### config.mk
export PLATFORM = sky130hd
export DESIGN_NAME = rc4_phase_sequencer
export DESIGN_NICKNAME = d
export VERILOG_FILES = /design/src/rtl/rc4_pkg.sv /design/src/rtl/phase_watchdog.sv /design/src/rtl/rc4_phase_sequencer.sv
export SDC_FILE = /design/constraint.sdc
export NUM_CORES = 1
export LEC_CHECK = 0
export BUFFER_PORTS_ARGS = -buffer_cell sky130_fd_sc_hd__buf_2
export CORE_UTILIZATION = 45
export DETAILED_ROUTE_END_ITERATION = 8
export HOLD_SLACK_MARGIN = 0.1
export PLACE_DENSITY = 0.88
export SLEW_MARGIN = 20
export SYNTH_ARGS = -nofsm -noshare
export SYNTH_HDL_FRONTEND = slang
export SYNTH_SLANG_ARGS = --single-unit
### constraint.sdc
create_clock -name CLOCK_50 -period 3 [get_ports CLOCK_50]
set_input_delay 0 -clock CLOCK_50 [delete_from_list [all_inputs] [get_ports CLOCK_50]]
set_output_delay 0 -clock CLOCK_50 [all_outputs]
set_load 0.02 [all_outputs]
### src/rtl/rc4_pkg.sv
// Shared types and constants for the RC4 phase sequencer: FSM state encoding,
// S-memory widths and the LED phase codes.
package rc4_pkg;

    localparam int S_ADDR_W = 8;
    localparam int S_DATA_W = 8;

    typedef enum logic [2:0] {
        ST_IDLE,
        ST_INIT,
        ST_SHUF,
        ST_DEC,
        ST_DONE,
        ST_ERROR
    } rc4_phase_t;

    localparam logic [1:0] PHASE_IDLE = 2'd0;
    localparam logic [1:0] PHASE_INIT = 2'd1;
    localparam logic [1:0] PHASE_SHUF = 2'd2;
    localparam logic [1:0] PHASE_DEC  = 2'd3;

    function automatic logic [1:0] phase_code(input rc4_phase_t s);
        case (s)
            ST_INIT: phase_code = PHASE_INIT;
            ST_SHUF: phase_code = PHASE_SHUF;
            ST_DEC:  phase_code = PHASE_DEC;
            default: phase_code = PHASE_IDLE;
        endcase
    endfunction

endpackage

### src/rtl/phase_watchdog.sv
// Per-phase stall detector: counts cycles spent in the current phase and flags
// expiry on the last allowed cycle. TIMEOUT_CYCLES of 0 disables it.
module phase_watchdog
    import rc4_pkg::*;
#(
    parameter int unsigned TIMEOUT_CYCLES = 4096
) (
    input  logic clk,
    input  logic reset_n,
    input  logic clear,
    input  logic enable,
    output logic expired
);

    localparam logic [11:0] LIMIT = (TIMEOUT_CYCLES == 0) ? 12'd0 : 12'(TIMEOUT_CYCLES - 1);

    logic [11:0] count;

    always_ff @(posedge clk) begin
        if (!reset_n) begin
            count <= '0;
        end else if (clear) begin
            count <= '0;
        end else if (enable) begin
            count <= count + 12'd1;
        end
    end

    assign expired = enable && (TIMEOUT_CYCLES != 0) && (count == LIMIT);

endmodule

### src/rtl/rc4_phase_sequencer.sv
// Sequences the RC4 init / shuffle / decrypt phases, owns the single S-memory
// port mux, restarts the chain on a new key and flags stalled phases.
module rc4_phase_sequencer
    import rc4_pkg::*;
#(
    parameter int unsigned TIMEOUT_CYCLES = 4096
) (
    input  logic                CLOCK_50,
    input  logic                reset_n,
    input  logic                key_start,
    input  logic                init_done,
    input  logic                shuf_done,
    input  logic                dec_done,
    input  logic [S_ADDR_W-1:0] init_addr,
    input  logic [S_ADDR_W-1:0] shuf_addr,
    input  logic [S_ADDR_W-1:0] dec_addr,
    input  logic [S_DATA_W-1:0] init_data,
    input  logic [S_DATA_W-1:0] shuf_data,
    input  logic [S_DATA_W-1:0] dec_data,
    input  logic                init_wren,
    input  logic                shuf_wren,
    input  logic                dec_wren,
    output logic                init_start,
    output logic                shuf_start,
    output logic                dec_start,
    output logic                client_reset,
    output logic [S_ADDR_W-1:0] s_addr,
    output logic [S_DATA_W-1:0] s_data,
    output logic                s_wren,
    output logic [1:0]          phase,
    output logic                busy,
    output logic                done,
    output logic                error
);

    rc4_phase_t state;
    rc4_phase_t next_state;
    logic       in_phase;
    logic       phase_entry;
    logic       wd_expired;

    assign in_phase = (state == ST_INIT) || (state == ST_SHUF) || (state == ST_DEC);

    // key_start outranks done, done outranks expiry; a done in the start cycle
    // is still the previous owner's pulse and is dropped via the start flag.
    always_comb begin
        next_state = state;
        if (key_start) begin
            next_state = ST_INIT;
        end else begin
            case (state)
                ST_INIT: if (init_done && !init_start)      next_state = ST_SHUF;
                         else if (wd_expired)               next_state = ST_ERROR;
                ST_SHUF: if (shuf_done && !shuf_start)      next_state = ST_DEC;
                         else if (wd_expired)               next_state = ST_ERROR;
                ST_DEC:  if (dec_done && !dec_start)        next_state = ST_DONE;
                         else if (wd_expired)               next_state = ST_ERROR;
                default: next_state = state;
            endcase
        end
    end

    assign phase_entry = key_start || ((next_state != state) &&
                         ((next_state == ST_INIT) || (next_state == ST_SHUF) || (next_state == ST_DEC)));

    always_ff @(posedge CLOCK_50) begin
        if (!reset_n) begin
            state        <= ST_IDLE;
            init_start   <= 1'b0;
            shuf_start   <= 1'b0;
            dec_start    <= 1'b0;
            client_reset <= 1'b0;
            phase        <= PHASE_IDLE;
            busy         <= 1'b0;
            done         <= 1'b0;
            error        <= 1'b0;
        end else begin
            state        <= next_state;
            init_start   <= phase_entry && (next_state == ST_INIT);
            shuf_start   <= phase_entry && (next_state == ST_SHUF);
            dec_start    <= phase_entry && (next_state == ST_DEC);
            client_reset <= key_start;
            phase        <= phase_code(next_state);
            busy         <= (next_state == ST_INIT) || (next_state == ST_SHUF) || (next_state == ST_DEC);
            done         <= (next_state == ST_DONE);
            error        <= (next_state == ST_ERROR);
        end
    end

    phase_watchdog #(
        .TIMEOUT_CYCLES(TIMEOUT_CYCLES)
    ) u_wd (
        .clk    (CLOCK_50),
        .reset_n(reset_n),
        .clear  (phase_entry),
        .enable (in_phase),
        .expired(wd_expired)
    );

    always_comb begin
        s_addr = '0;
        s_data = '0;
        s_wren = 1'b0;
        case (state)
            ST_INIT: begin
                s_addr = init_addr;
                s_data = init_data;
                s_wren = init_wren;
            end
            ST_SHUF: begin
                s_addr = shuf_addr;
                s_data = shuf_data;
                s_wren = shuf_wren;
            end
            ST_DEC: begin
                s_addr = dec_addr;
                s_data = dec_data;
                s_wren = dec_wren;
            end
            default: ;
        endcase
    end

endmodule

Word-level counts from Yosys, hierarchy flattened
Cells that the tools add are included.

storage, ports and cells
  bits in registers = 24
  bits of input ports = 57
  output and inout port bits = 26
  word-level logic and storage cells = 49

cells by class
  add/sub/neg operators = 1
  eq/ne operators = 10
  muxes and demuxes = 10
  bitwise logic cells = 1
  reductions and logical operators = 17

operators by type and width
  kind                                                  count
  case mux 8 bit (3 select lines)                       2
  2-to-1 mux 3 bit                                      5
  adder 12 x 1 -> 12 bit (second input constant)        1
  equality test 12 bit (second input constant)          1
  equality test 3 x 2 -> 1 bit (second input constant)  4
  case mux 3 bit (3 select lines)                       1
  logical AND 1 bit                                     8
  equality test 3 x 1 -> 1 bit (second input constant)  2
  equality test 3 bit (second input constant)           2
  case mux 2 bit (3 select lines)                       1
  logical OR 1 bit                                      5
  logical NOT 1 bit                                     3
  inequality test 3 bit                                 1
  case mux 1 bit (3 select lines)                       1
  OR reduction 2 bit                                    1
  NOT 1 bit                                             1

Logic depth before layout (Yosys ltp)
Gate-level depths: netlist of the first run.

  word-level depth = 14
  depth in mapped cells = 7
  depth with buffers taken out = 5

By module
Synthesis of the first run repeated with hierarchy kept, for this count alone.

unflattened totals
  cell total of the unflattened synthesis = 196
  area total of the unflattened synthesis = 1574.0 sq um

modules (own cells, without submodules)
  module               times used  cells an instance  area each (sq um)  sequential area each (sq um)
  rc4_phase_sequencer  1           133                992.2              240.2
  phase_watchdog       1           63                 581.8              240.2

Least setup slack after synthesis of the first run
No wires, ideal clock.

  path type = register to register
  start point = register u_wd.count[0]
  end point = register phase[0]
  setup time = 133 ps
  arrival = 1611 ps
  required time = 2867 ps
  setup slack = 1256 ps
  stages on the path, launching flop included = 6
  buffers on the path = 0
  clock period less this slack = 1744 ps
  path through = dfxtp_1 > ha_1 > nand4_2 > or4_4 > a211oi_2 > nor3_1

between the ends
  longest elaborated chain between the ends = 8
  elaborated cells between the ends (all ways) = 12
  those cells by class = eq/ne (4); mux (7); reduce/logical (1)

RTL lines
  what                                                                                 line                                                                             text
  start: declaration                                                                   phase_watchdog.sv:17                                                             logic [11:0] count;
  start signal: assignment                                                             phase_watchdog.sv:25                                                             count <= count + 12'd1;
  equality test 12 bit *                                                               phase_watchdog.sv:29                                                             assign expired = enable && (TIMEOUT_CYCLES != 0) && (count == LIMIT);
  logical AND 1 bit *                                                                  phase_watchdog.sv:29
  2-to-1 mux 3 bit *                                                                   rc4_phase_sequencer.sv:53, rc4_phase_sequencer.sv:55, rc4_phase_sequencer.sv:57
  2-to-1 mux 3 bit, on equally long branches                                           rc4_phase_sequencer.sv:56, rc4_phase_sequencer.sv:52, rc4_phase_sequencer.sv:54
  case mux 3 bit (3 select lines) *                                                    rc4_phase_sequencer.sv:51                                                        case (state)
  2-to-1 mux 3 bit *                                                                   rc4_phase_sequencer.sv:48                                                        if (key_start) begin
  equality test 3 x 2 -> 1 bit / equality test 3 x 1 -> 1 bit (equally long branches)  rc4_pkg.sv:23                                                                    case (s)
  case mux 2 bit (3 select lines) *                                                    rc4_pkg.sv:23
  end signal: assignment                                                               rc4_phase_sequencer.sv:83                                                        phase <= phase_code(next_state);
  end: declaration                                                                     rc4_phase_sequencer.sv:30                                                        output logic [1:0] phase,

Every way passes the cells marked *; elsewhere a longest branch is shown, timed or not.
A chain may end at the register's enable or synchronous reset.

Worst setup path after layout of the first run
  start point = register state[2]
  end point = register done

between the ends
  longest elaborated chain between the ends = 9
  elaborated cells between the ends (all ways) = 13
  those cells by class = eq/ne (4); mux (6); reduce/logical (3)

RTL lines
  what                                                                                 line                                                                             text
  start: declaration                                                                   rc4_phase_sequencer.sv:36                                                        rc4_phase_t state;
  start signal: assignment                                                             rc4_phase_sequencer.sv:78                                                        state <= next_state;
  equality test 3 x 1 -> 1 bit / equality test 3 x 2 -> 1 bit (equally long branches)  rc4_phase_sequencer.sv:42, rc4_phase_sequencer.sv:51
  logical OR 1 bit (2 in a row)                                                        rc4_phase_sequencer.sv:42                                                        assign in_phase = (state == ST_INIT) || (state == ST_SHUF) || (state == ST_DEC);
  logical AND 1 bit                                                                    phase_watchdog.sv:29
  2-to-1 mux 3 bit                                                                     rc4_phase_sequencer.sv:53, rc4_phase_sequencer.sv:55, rc4_phase_sequencer.sv:57
  2-to-1 mux 3 bit, on equally long branches                                           rc4_phase_sequencer.sv:56, rc4_phase_sequencer.sv:52, rc4_phase_sequencer.sv:54
  case mux 3 bit (3 select lines) *                                                    rc4_phase_sequencer.sv:51
  2-to-1 mux 3 bit *                                                                   rc4_phase_sequencer.sv:48
  equality test 3 bit *                                                                rc4_phase_sequencer.sv:85                                                        done <= (next_state == ST_DONE);
  end signal: assignment                                                               rc4_phase_sequencer.sv:85
  end: declaration                                                                     rc4_phase_sequencer.sv:32                                                        output logic done,

Marks and branches as above.

==> results of run 1 <==
-- per-stage QoR --
step	setup WS, ns	cells	instance area [um^2]	total power, mW	hold slack [ns]
after detailed placement	0.988	307	1920	0.495	0.239
final	0.951	313	1970	0.628	0.103
after floorplan	1.26	190	1490	0.431	0.127
after global routing	0.711	313	1970	0.663	0.104
after global placement	1.08	307	1920	0.491	0.232
after CTS	0.944	313	1970	0.628	0.101
-- report_power, final --
| part | internal, mW | switching (mW) | total [mW] |
|---|---|---|---|
| clock | 0.0470 | 0.0896 | 0.137 |
| combinational | 0.0708 | 0.0892 | 0.160 |
| sequential | 0.325 | 0.00661 | 0.332 |
-- critical path, delay by kind of cell (launching register included) --
family             cells  cell delay, ns
DFF                    1            0.83
AOI/OAI and AO/OA      2            0.73
and+or+nand+nor        2            0.43
-- area by class of cell --
type                    count  area, um^2
multi-input cells         149         937
flip-flops and latches     24         480
fillers                   292        1130
inverters                   6        22.5
repair buffers             87         455
well taps                  44        55.1
clock buffers               3        22.5
-- metal layers --
metal | GRT usage | up-vias | part of all wire
met5 | 0 | - | 0
met4 | 0.0831 | 0 | 0.018
li1 | - | 822 | -
met3 | 0.0415 | 12 | 0.077
met1 | 0.258 | 759 | 0.40
met2 | 0.408 | 68 | 0.51
-- registers in the layout, indices dropped and copies added, names as in the netlist --
signal        cells
dec_start         1
client_reset      1
u_wd.count       12
busy              1
error             1
done              1
init_start        1
state             3
phase             2
shuf_start        1
-- cell usage after synthesis --
cell type	number
o21bai_4	1
nand3b_1	1
xnor2_1	7
buf_4	2
a211oi_2	2
o21ba_2	1
clkinv_1	1
nand2_1	7
nand3_1	2
a31oi_1	1
nor2_1	46
nor3b_1	2
buf_2	3
nor4_1	5
nand4_1	4
clkbuf_1	6
a311oi_1	1
dfxtp_1	24
o21ai_0	4
inv_1	5
and2_1	2
a31o_2	1
nor2b_1	2
mux2i_1	17
nand4_2	1
ha_1	1
nor4b_1	1
nor3_1	4
nor4_2	1
nor4bb_1	2
or4_4	1
or3_1	2
xor2_1	3
and4_1	1
nor4b_2	1
and3_1	2
a211oi_1	1
o21a_1	2
a21oi_1	20
-- cell families (layout without fill, tap and decap cells) --
kind of cell / Yosys count / after routing
and+or+nand+nor: 87 / 87
AOI/OAI and AO/OA: 34 / 34
DFF: 24 / 24
muxes: 17 / 17
buffers and inverters: 17 / 96
xor gates and xnor gates: 10 / 10
adders and majority gates: 1 / 1
-- final timing paths --
path,startpoint,end,slack [ns],cells past startpoint
setup / recovery,state[2]$_SDFF_PN0_,done$_SDFF_PN0_,0.95,4
hold / removal,shuf_done,state[0]$_SDFF_PN0_,0.10,4
setup reg to reg,state[2]$_SDFF_PN0_,done$_SDFF_PN0_,0.95,4
hold reg to reg,u_wd.count[1]$_SDFFE_PP0P_,u_wd.count[1]$_SDFFE_PP0P_,0.50,2
==> run summary, run 1 <==
Most common cell after layout, fill and taps aside - buf_2
GP Congestion - 0.847
Critical Path End Type - flip-flop
Antenna violations before repair - 0
TNS Setup - 0 ns
Post-synthesis mux area share - 0.114
Initial Utilization - 0.481
Postcts setup bufs - 0
Power Dens Cells - 318 nW/um^2
Fin nets - 329
Type of the worst setup path - reg -> reg
Synth area leaders - dfxtp_1, nor2_1, mux2i_1, a21oi_1, xnor2_1
Slowest-stage cell, CP - dfxtp_1
Status - completed
First-pass GRT wire length - 5960 um
CTS buffer count - 3
Layout cells sized above 1 - 0.357
Die area - 3550 um^2
Overall routing resource usage - 0.224
Total wire length - 4060 um
Largest net degree at the start of global routing - 25
Ant diodes - 0
Drt via density - 5.31
Die Wd - 59.6 um
Peak Freq - 488 MHz
Max-cap violation count - 0
Worst-path maximum fanout - 24
Largest family of logic cells by synthesized area - simple AND/OR/NAND/NOR gates
Type of origin of the critical path - flip-flop
Max incr delay on CP - 0.83 ns
Max VDD drop - 0.357 mV
Grt total ovfl - 0
Sequential cell area fraction in the yosys report - 0.322
Maximum clock insertion buffer count - 2
Core Region - 3100 um^2
Tmin final - 2.05 ns
Normalized max-slew margin - 0.493
Compound-gate portion of the synthesized area - 0.148
Hold buffers post-CTS - 3
P_leak - 0.873 nW
Crit share post-route - 0.683
Kind of path behind the tightest hold check - in -> reg
RSZ-0062 raised after global routing - false
Setup Skew - 0.00130 ns
Post-synthesis register bit count - 24
Final Util - 0.636
Worst-skew pair later-pin latency - 0.31 ns
Most frequent cells in the layout - buf_2, nor2_1, dfxtp_1, a21oi_1, mux2i_1
Vias in the first global route - 1411
Clk pin slew, worst setup/hold paths - 0.12 ns
CTS tree - built
Clock sinks - 24
Detail Placement HPWL - 3140 um
Worst EP arrival - 2.31 ns
Yosys Warn Count - 0
Synth Area in Adders - 0.00838
Resized cells post-CTS - 0
Post-Syn Nets - 248
Clk root buf - clkbuf_4
Avg Inst Size Synth - 7.86 um^2
Area Growth Syn to Fin - 32.2%
WL/cell - 13.0 um
IO Pins - 83
Vert. Die Dim - 59.6 um
Mapped Area - 1490 um^2
Initial DRC count - 145
Synth top area share - 0.322
Slew Viols, Final - 0
Crit-path cells - nor3b_1 > a31o_2 > a211oi_2 > and4_1
Final hold violations - 0
Post-Synth Simple-Gate Area - 0.299
Critical Path RT - 3.26 ns
Final setup vio count - 0
DR DRC count - 0
Pre-antenna DRT Iters - 4
Antenna violation net count after detailed routing - 0
Count of cell types in the netlist - 39
Port bufs - 82
Synth Instances - 190
CTS H-tree depth - 1
Least-Margin Pin Slew - 0.760 ns
XOR/XNOR Fraction of Synth Area - 0.0587
Via count - 1661
Area leader, netlist - dfxtp_1
# rows - 20
Note: power is estimated with default switching activity, not from simulation.
==> run 2: changes to the inputs <==
--- a/config.mk
+++ b/config.mk
@@ -6,10 +6,10 @@
 export NUM_CORES = 1
 export LEC_CHECK = 0
 export BUFFER_PORTS_ARGS = -buffer_cell sky130_fd_sc_hd__buf_2
-export CORE_UTILIZATION = 45
+export CORE_UTILIZATION = 40
 export DETAILED_ROUTE_END_ITERATION = 8
 export HOLD_SLACK_MARGIN = 0.1
-export PLACE_DENSITY = 0.88
+export PLACE_DENSITY = 0.83
 export SLEW_MARGIN = 20
 export SYNTH_ARGS = -nofsm -noshare
 export SYNTH_HDL_FRONTEND = slang
==> constraint.sdc (replaced) <==
create_clock -name CLOCK_50 -period 1.65 [get_ports CLOCK_50]
set_input_delay 0 -clock CLOCK_50 [delete_from_list [all_inputs] [get_ports CLOCK_50]]
set_output_delay 0 -clock CLOCK_50 [all_outputs]
set_load 0.02 [all_outputs]
==> run 2 against run 1 <==
Core utilization increased by 0.86 points. Die area increased by 12%. Routed wire length increased by 11%. Clock power increased to 3.7 times the previous value. Clock skew about the same. Power increased by 130%.
==> run summary, run 2 (synthesized netlist as in run 1, its figures left out) <==
Status - completed
CP bufs+invs - 0 (unchanged)
Least-Margin Pin Slew - 0.535 ns (-0.225 ns)
Area Growth Syn to Fin - 48.6%
Clk pwr share - 0.354 (+0.137)
Worst EP arrival - 1.77 ns (-0.54 ns)
Vias in the first global route - 1617 (+15%)
Die Wd - 63.1 um (+5.9%)
Via count - 1759 (+5.9%)
Detail Placement HPWL - 3290 um (+4.8%)
Crit-path cells - ha_4 > nand4_4 > or4_4 > a211oi_4 > nor3_1
Worst-skew pair later-pin latency - 0.26 ns (-0.05 ns)
Power Dens Cells - 643 nW/um^2 (+100%)
Peak Freq - 618 MHz (+27%)
Total wire length - 4520 um (+11%)
Post-Place Cells - 322 (+4.9%)
Ant diodes - 0 (unchanged)
Fin nets - 344 (+4.6%)
Port bufs - 82 (unchanged)
Antenna violation net count after detailed routing - 0 (unchanged)
Most frequent cells in the layout - buf_2, nor2_1, a21oi_1, buf_4
P_leak - 0.991 nW (+14%)
IO Pins - 83 (unchanged)
Setup Skew - 0.00144 ns (+0.000140 ns)
CTS H-tree depth - 1 (unchanged)
Largest registers - u_wd.count x12, state x3, phase x2
Most common cell after layout, fill and taps aside - buf_2
Type of origin of the critical path - flip-flop
Grt total ovfl - 0 (unchanged)
Max VDD drop - 0.599 mV (+68%)
Normalized max-slew margin - 0.642 (+0.149)
GP Congestion - 0.769 (-9.2%)
First-pass GRT wire length - 7000 um (+17%)
Slew Viols, Final - 0 (unchanged)
Logic gate share of total power - 0.225 (-0.030)
Clk root buf - clkbuf_8
Max incr delay on CP - 0.48 ns (-0.35 ns)
Slowest-stage cell, CP - or4_4
CTS tree - built
Maximum clock insertion buffer count - 2 (unchanged)
Type of the worst setup path - reg -> reg
Reg power frac - 0.421 (-0.107)
Kind of path behind the tightest hold check - in -> reg
Clock sinks - 24 (unchanged)
Layout cells sized above 1 - 0.432 (+0.0747)
Final hold violations - 0 (unchanged)
Crit share post-route - 0.981 (+0.298)
Die area - 3980 um^2 (+12%)
Initial DRC count - 66 (-54%)
Hold Path Depth - 5 (+1)
Switching portion of total power - 0.255 (-0.0398)
Largest net degree at the start of global routing - 19 (-24%)
Initial Utilization - 0.434 (-0.0474)
Clk pin slew, worst setup/hold paths - 0.08 ns (-0.04 ns)
Worst reg-to-reg path cell count - 5 (+1)
Delay-heaviest family, CP - simple AND/OR/NAND/NOR gates
Worst-path maximum fanout - 3 (-88%)
Pint - 1.06 mW (+140%)
Max reg flops - 12 (unchanged)
# rows - 21 (+5.0%)
Critical Path End Type - flip-flop
Vert. Die Dim - 63.1 um (+5.9%)
Antenna violations before repair - 0 (unchanged)
Critical Path RT - 1.80 ns (-1.46 ns)
Worst hold slack - 0.306 ns (+0.203 ns)
Tmin final - 1.62 ns (-0.431 ns)
Biggest register - u_wd.count
Core Region - 3440 um^2 (+11%)
Cell Count, Final, Fillers Out - 331 (+5.8%)
DR DRC count - 0 (unchanged)
Max-cap violation count - 0 (unchanged)
Net Sw Power - 0.364 mW (+96%)
Pre-antenna DRT Iters - 5 (+1)
CTS buffer count - 3 (unchanged)
Overall routing resource usage - 0.215 (-0.00897)
Drt via density - 5.31 (+0.14%)
Final setup vio count - 0 (unchanged)
WL/cell - 13.6 um (+5.3%)
Crit path depth - 5 (+1)
[run 2: path summary, 6_finish.rpt]
path	startpoint	end	slack, ns
hold reg to reg	u_wd.count[11]$_SDFFE_PP0P_	u_wd.count[11]$_SDFFE_PP0P_	0.52
setup reg to reg	u_wd.count[0]$_SDFFE_PP0P_	phase[0]$_SDFF_PN0_	0.03
hold / removal	shuf_done	state[0]$_SDFF_PN0_	0.31
setup / recovery	u_wd.count[0]$_SDFFE_PP0P_	phase[0]$_SDFF_PN0_	0.03
[run 2: per-stage QoR]
stage	total power, mW	area [um^2]	worst slack, ns	TNS [ns]	util
3_3_place_gp	0.907	2020	0.0851	0	0.588
5_1_grt	1.49	2220	-0.0104	-0.0534	0.644
4_1_cts	1.41	2130	0.00175	0	0.619
2_1_floorplan	0.783	1500	0.0467	0	-
6_report	1.43	2220	0.0319	0	0.644
3_5_place_dp	0.913	2020	0.0195	0	0.588
[run 2: cell type report]
class	count	area [um^2]
inverter	6	22.5
clock buffer	3	41.3
fill	299	1220
clock inverter	1	30.0
multi-input combinational	149	992
timing repair buffer	102	583
sequential	24	492
tap	46	57.6
[run 2: power groups by stage]
stage | clock network (mW) | registers [mW] | logic, mW
2_1_floorplan | 0 | 0.619 | 0.164
3_3_place_gp | 0 | 0.612 | 0.295
3_5_place_dp | 0 | 0.613 | 0.300
4_1_cts | 0.507 | 0.600 | 0.307
5_1_grt | 0.540 | 0.602 | 0.350
6_report | 0.505 | 0.601 | 0.321
[run 2: routing by layer]
metal	global-route usage	wire, um
met1	0.242	1800
met2	0.414	2320
met3	0.0362	345
met4	0.0436	44
met5	0	0
[run 2: tightest hold or removal path: cells and delay by family]
family                 cells  cell delay [ns]
and+or+nand+nor            1             0.08
buffers and inverters      2             0.25
AOI/OAI and AO/OA          2             0.19
[run 2: what timing repair did]
action                     4_1_cts  5_1_grt
hold buffers                     3        0
pin swaps                        0        3
gates cloned                     0        0
setup endpoints to repair        7       36
buffers inserted                 0        2
gates resized for setup          2       19
hold endpoints to repair         5        0
